`config.mk`:
```
export PLATFORM = sky130hd
export DESIGN_NAME = dmem_arbiter
export DESIGN_NICKNAME = d
export VERILOG_FILES = /design/src/rtl/dmem_arb_pkg.sv /design/src/rtl/dmem_arbiter.sv
export SDC_FILE = /design/constraint.sdc
export NUM_CORES = 1
export LEC_CHECK = 0
export CAP_MARGIN = 25
export CORE_AREA = 5 5 116 118
export CTS_BUF_LIST = sky130_fd_sc_hd__clkbuf_4 sky130_fd_sc_hd__clkbuf_8
export DETAILED_ROUTE_END_ITERATION = 6
export DIE_AREA = 0 0 121 123
export PLACE_DENSITY = 0.83
export SETUP_SLACK_MARGIN = 0.4
export SYNTH_ARGS = -nofsm -noshare
export SYNTH_HDL_FRONTEND = slang
export SYNTH_SLANG_ARGS = --single-unit
export TNS_END_PERCENT = 5
```
`constraint.sdc`:
```
create_clock -name clk -period 3.5 [get_ports clk]
set_input_delay 0.875 -clock clk [delete_from_list [all_inputs] [get_ports clk]]
set_output_delay 0.875 -clock clk [all_outputs]
set_load 0.02 [all_outputs]
```
`src/rtl/dmem_arb_pkg.sv`:
```
// Shared types and constants for the data-memory arbiter.
// Holds the FSM state enum, grant ids and the read byte-enable code.
package dmem_arb_pkg;

    typedef enum logic [1:0] {
        IDLE     = 2'd0,
        BUSY_CPU = 2'd1,
        BUSY_DMA = 2'd2
    } state_t;

    localparam logic GNT_CPU = 1'b0;
    localparam logic GNT_DMA = 1'b1;

    localparam logic [3:0] BYTEEN_READ = 4'b0000;

endpackage

```
`src/rtl/dmem_arbiter.sv`:
```
// Shares one variable-latency data-memory port between the CPU MEM stage
// and a DMA/bridge requester, one outstanding access at a time.
// Ports: clk/reset; cpu_* request/response with cpu_stall; dma_* request/
// response; mem_* latched request towards memory with mem_rdata/mem_ready.
// The CPU has priority; a DMA request that has lost STARVE_LIMIT times in
// a row wins the next contested arbitration.
module dmem_arbiter
    import dmem_arb_pkg::*;
#(
    parameter int STARVE_LIMIT = 4
) (
    input  logic        clk,
    input  logic        reset,
    input  logic        cpu_req,
    input  logic [31:0] cpu_addr,
    input  logic [31:0] cpu_wdata,
    input  logic [3:0]  cpu_byteen,
    output logic [31:0] cpu_rdata,
    output logic        cpu_done,
    output logic        cpu_stall,
    input  logic        dma_req,
    input  logic [31:0] dma_addr,
    input  logic [31:0] dma_wdata,
    input  logic [3:0]  dma_byteen,
    output logic [31:0] dma_rdata,
    output logic        dma_ack,
    output logic        mem_req,
    output logic [31:0] mem_addr,
    output logic [31:0] mem_wdata,
    output logic [3:0]  mem_byteen,
    input  logic [31:0] mem_rdata,
    input  logic        mem_ready
);

    localparam int CW = $clog2(STARVE_LIMIT + 1);

    state_t          state;
    state_t          state_n;
    logic [CW-1:0]   starve_cnt;
    logic            starved;
    logic            grant;
    logic            gnt_id;

    assign starved = (starve_cnt == CW'(STARVE_LIMIT));

    always_comb begin
        state_n = state;
        grant   = 1'b0;
        gnt_id  = GNT_CPU;
        unique case (state)
            IDLE: begin
                if (cpu_req && !(dma_req && starved)) begin
                    grant   = 1'b1;
                    gnt_id  = GNT_CPU;
                    state_n = BUSY_CPU;
                end else if (dma_req) begin
                    grant   = 1'b1;
                    gnt_id  = GNT_DMA;
                    state_n = BUSY_DMA;
                end
            end
            BUSY_CPU, BUSY_DMA: begin
                if (mem_ready) begin
                    state_n = IDLE;
                end
            end
            default: state_n = IDLE;
        endcase
    end

    always_ff @(posedge clk) begin
        if (reset) begin
            state <= IDLE;
        end else begin
            state <= state_n;
        end
    end

    always_ff @(posedge clk) begin
        if (reset) begin
            mem_addr   <= '0;
            mem_wdata  <= '0;
            mem_byteen <= BYTEEN_READ;
        end else if (grant) begin
            if (gnt_id == GNT_DMA) begin
                mem_addr   <= dma_addr;
                mem_wdata  <= dma_wdata;
                mem_byteen <= dma_byteen;
            end else begin
                mem_addr   <= cpu_addr;
                mem_wdata  <= cpu_wdata;
                mem_byteen <= cpu_byteen;
            end
        end
    end

    // Counts CPU wins over a waiting DMA request; saturates at the limit.
    always_ff @(posedge clk) begin
        if (reset) begin
            starve_cnt <= '0;
        end else if (grant) begin
            if (gnt_id == GNT_DMA) begin
                starve_cnt <= '0;
            end else if (dma_req && !starved) begin
                starve_cnt <= starve_cnt + 1'b1;
            end
        end
    end

    assign mem_req = (state != IDLE);

    // Reset abandons an in-flight access, so no completion may leak out.
    assign cpu_done  = !reset && (state == BUSY_CPU) && mem_ready;
    assign dma_ack   = !reset && (state == BUSY_DMA) && mem_ready;
    assign cpu_rdata = cpu_done ? mem_rdata : '0;
    assign dma_rdata = dma_ack ? mem_rdata : '0;
    assign cpu_stall = cpu_req && !cpu_done;

endmodule

```
==> results.cfg <==
[global_route]
grt-ovfl-total = 0
grt_pass1_vias = 4441
grt_max_degree = 48
grt_use_total = 0.206
grt_first_pass_wirelength_um = 24400
antenna_found_initial = 0

[logic_synthesis]
synth.area.top_cells = dfxtp_1, a211oi_1, a31oi_1
synthAdderAreaFrac = 0.0159
synthesis.area_sq_um = 3940
synth_simple_gate_area_frac = 0.190
yosysTopAreaCell = dfxtp_1
synth_edf_count = 0
synth_seq_cells = 73
syn_avg_cell_area_sq_um = 7.75
synth_top_family_by_area = compound AO/OA/AOI/OAI gates
async_flop_share = 0
synth_top_area_share = 0.371
ys.flop_type = dfxtp_1
ys_seq_area_frac = 0.371
synth.distinct_cells = 28
synth_compound_area_frac = 0.345
synth_nets = 686
yosysMostFrequentCell = dfxtp_1
synthCells = 508
synth_common_cells = dfxtp_1, o21ai_0, a211oi_1, a31oi_1, nor2_1
ys_warn_count = 0
yosys-mux-area-fraction = 0
yosys.area_share.xor_xnor = 0.00222

[power_and_ir_drop]
p_seq_frac = 0.351
power_density_nw_per_um2 = 383
swShare = 0.313
power_mw = 2.81
switchingPower_uw = 880
internal_power_mw = 1.93
leakage_nw = 3.04
comb_power_share = 0.363
p_clk_frac = 0.286
ir_drop_uv = 251

[timing]
fin_crit_sh = 0.898
fmax_mhz = 318
rsz0062_at_grt = true
fin_tns_setup_ps = 0
drv_slew = 0
hold_viol_final = 0
finalSetupViolations = 0
fin_skew_ps = 9.89
tightestPinTransition_ps = 668
slew-limit-headroom = 0.554
min_period_ps = 3140

[job]
drv_cap = 0

[place]
finalWeightedCongestion = 0.875
placed_cell_area_sq_um = 7170
portBuffers = 308
hpwl_um = 12000

[hold_path]
hold_path.class = register to register
hold_path_startpoint = starve_cnt[1]

[cts]
cts_sinks = 73
cts_made_buffers = 9
cts_setup_buffers = 0
cts_buffer_depth = 2
ctsHoldBuffers = 0
cts_root_buf = clkbuf_8
cts-htree-levels = 3
worstSkewPairLatency_ps = 340
clkTransAtPathRegs_ps = 80
tritoncts = built

[critical_path]
crit_fanout = 33
startpoint = mem_ready
r2r-start = starve_cnt[0]
start_kind = input pin
worstPathRequired_ps = 2620
endpoint_kind = primary output
slowest_delay_ps = 510
critical_path_class = input pin to primary output
cp.arrival_ps = 2270
cp_cell_sequence = clkdlybuf4s50_1, and3b_1, buf_12, and2_1, dlygate4sd2_1
crit_slowest_cell = clkdlybuf4s50_1

[finish]
layout.area.seq_sq_um = 1460
synthToLayoutAreaGrowth_pct = 86.4
final_area_sq_um = 7340
num-fill-cells = 1118
layout-drive-gt1-share = 0.0558
multiInputGateArea_sq_um = 2200
final_nets = 961
num_antenna_cells = 0

[die]
die_w_um = 121
row_count = 41
initial_core_util = 0.318
fp.coreArea_sq_um = 12400
die_area_sq_um = 14900
ios = 309
die_y_um = 123

[routing]
num_vias = 4840
wl_per_cell_um = 17.1
ant_nets = 0
drc = 0
first_pass_iters = 5
drt-initial-drc-count = 308
viasPerCell = 5.04
routed_wl_um = 16500

[run_status]
status = finished, final reports clean
final timing paths:
path / to / slack (ps) / depth (start not counted)
max: dma_rdata[3] / 360 / 5
min: starve_cnt[1] / 480 / 2
max reg2reg: mem_addr[25] / 1410 / 6
min reg2reg: starve_cnt[1] / 480 / 2
critical path: cells and delay by family:
family,cells,cell delay [ps]
and+or+nand+nor,2,350
buffers and inverters,3,1040
state kept, by name, summed over array words and instances, names as in the netlist:
| register | cells |
|---|---|
| state | 2 |
| mem_wdata | 32 |
| mem_byteen | 4 |
| mem_addr | 32 |
| starve_cnt | 3 |
layout by cell type (no fill, tap or decap), types with 2 or more instances in the layout:
master,n
clkdlybuf4s50_1,240
dfxtp_1,73
o21ai_0,70
a31oi_1,68
nor2_1,68
a211oi_1,68
and2_1,64
dlygate4sd2_1,62
buf_4,11
clkbuf_8,9
buf_12,6
inv_1,5
nand3_1,5
ha_1,5
a21oi_1,4
bufinv_16,3
and3b_1,2
nor2b_1,2
nand2_1,2
clkbuf_4,2
dlymetal6s2s_1,2
clkdlybuf4s15_2,2
layout make-up:
cell class,count,share of cell area
multi-input cells,369,0.299
well taps,172,0.0293
clock buffers,11,0.0189
inverters,5,0.00256
flip-flops and latches,73,0.199
clock inverters,5,0.0141
repair buffers,325,0.437
through the flow:
stage,worst slack [ps],utilization,hold WS (ps),instances
final,357,0.594,481,960
after global routing,287,0.594,516,960
after CTS,201,0.594,489,960
after detailed placement,58.2,0.580,477,944
after global placement,91.7,0.580,458,944
after floorplan,747,-,449,508
power by group through the flow:
stage,logic [mW],registers (mW),clock network [mW]
after global routing,1.09,1.00,0.874
after CTS,1.03,0.988,0.835
after floorplan,0.379,1.13,0
after detailed placement,1.03,1.01,0
after global placement,1.03,1.00,0
final,1.02,0.988,0.805
timing repair:
action,4_1_cts,5_1_grt
resized for setup,69,4
cloned,0,0
endpoints found under the setup margin,67,67
cells by family after synthesis:
kind of cell               count (synthesis)
AOI/OAI and AO/OA                        215
and+or+nand+nor                          148
DFF                                       73
buffers and inverters                     66
adders and majority gates                  5
xor gates and xnor gates                   1
metal layers:
layer | wire length (um) | vias to the layer above | global-route usage | share of wire
met3 | 1560 | 18 | 0.0700 | 0.095
met2 | 8190 | 206 | 0.358 | 0.50
met1 | 6500 | 2230 | 0.248 | 0.40
met5 | 0 | - | 0 | 0
li1 | - | 2386 | - | -
met4 | 206 | 0 | 0.0446 | 0.013
(Power assumes the default switching activity.)
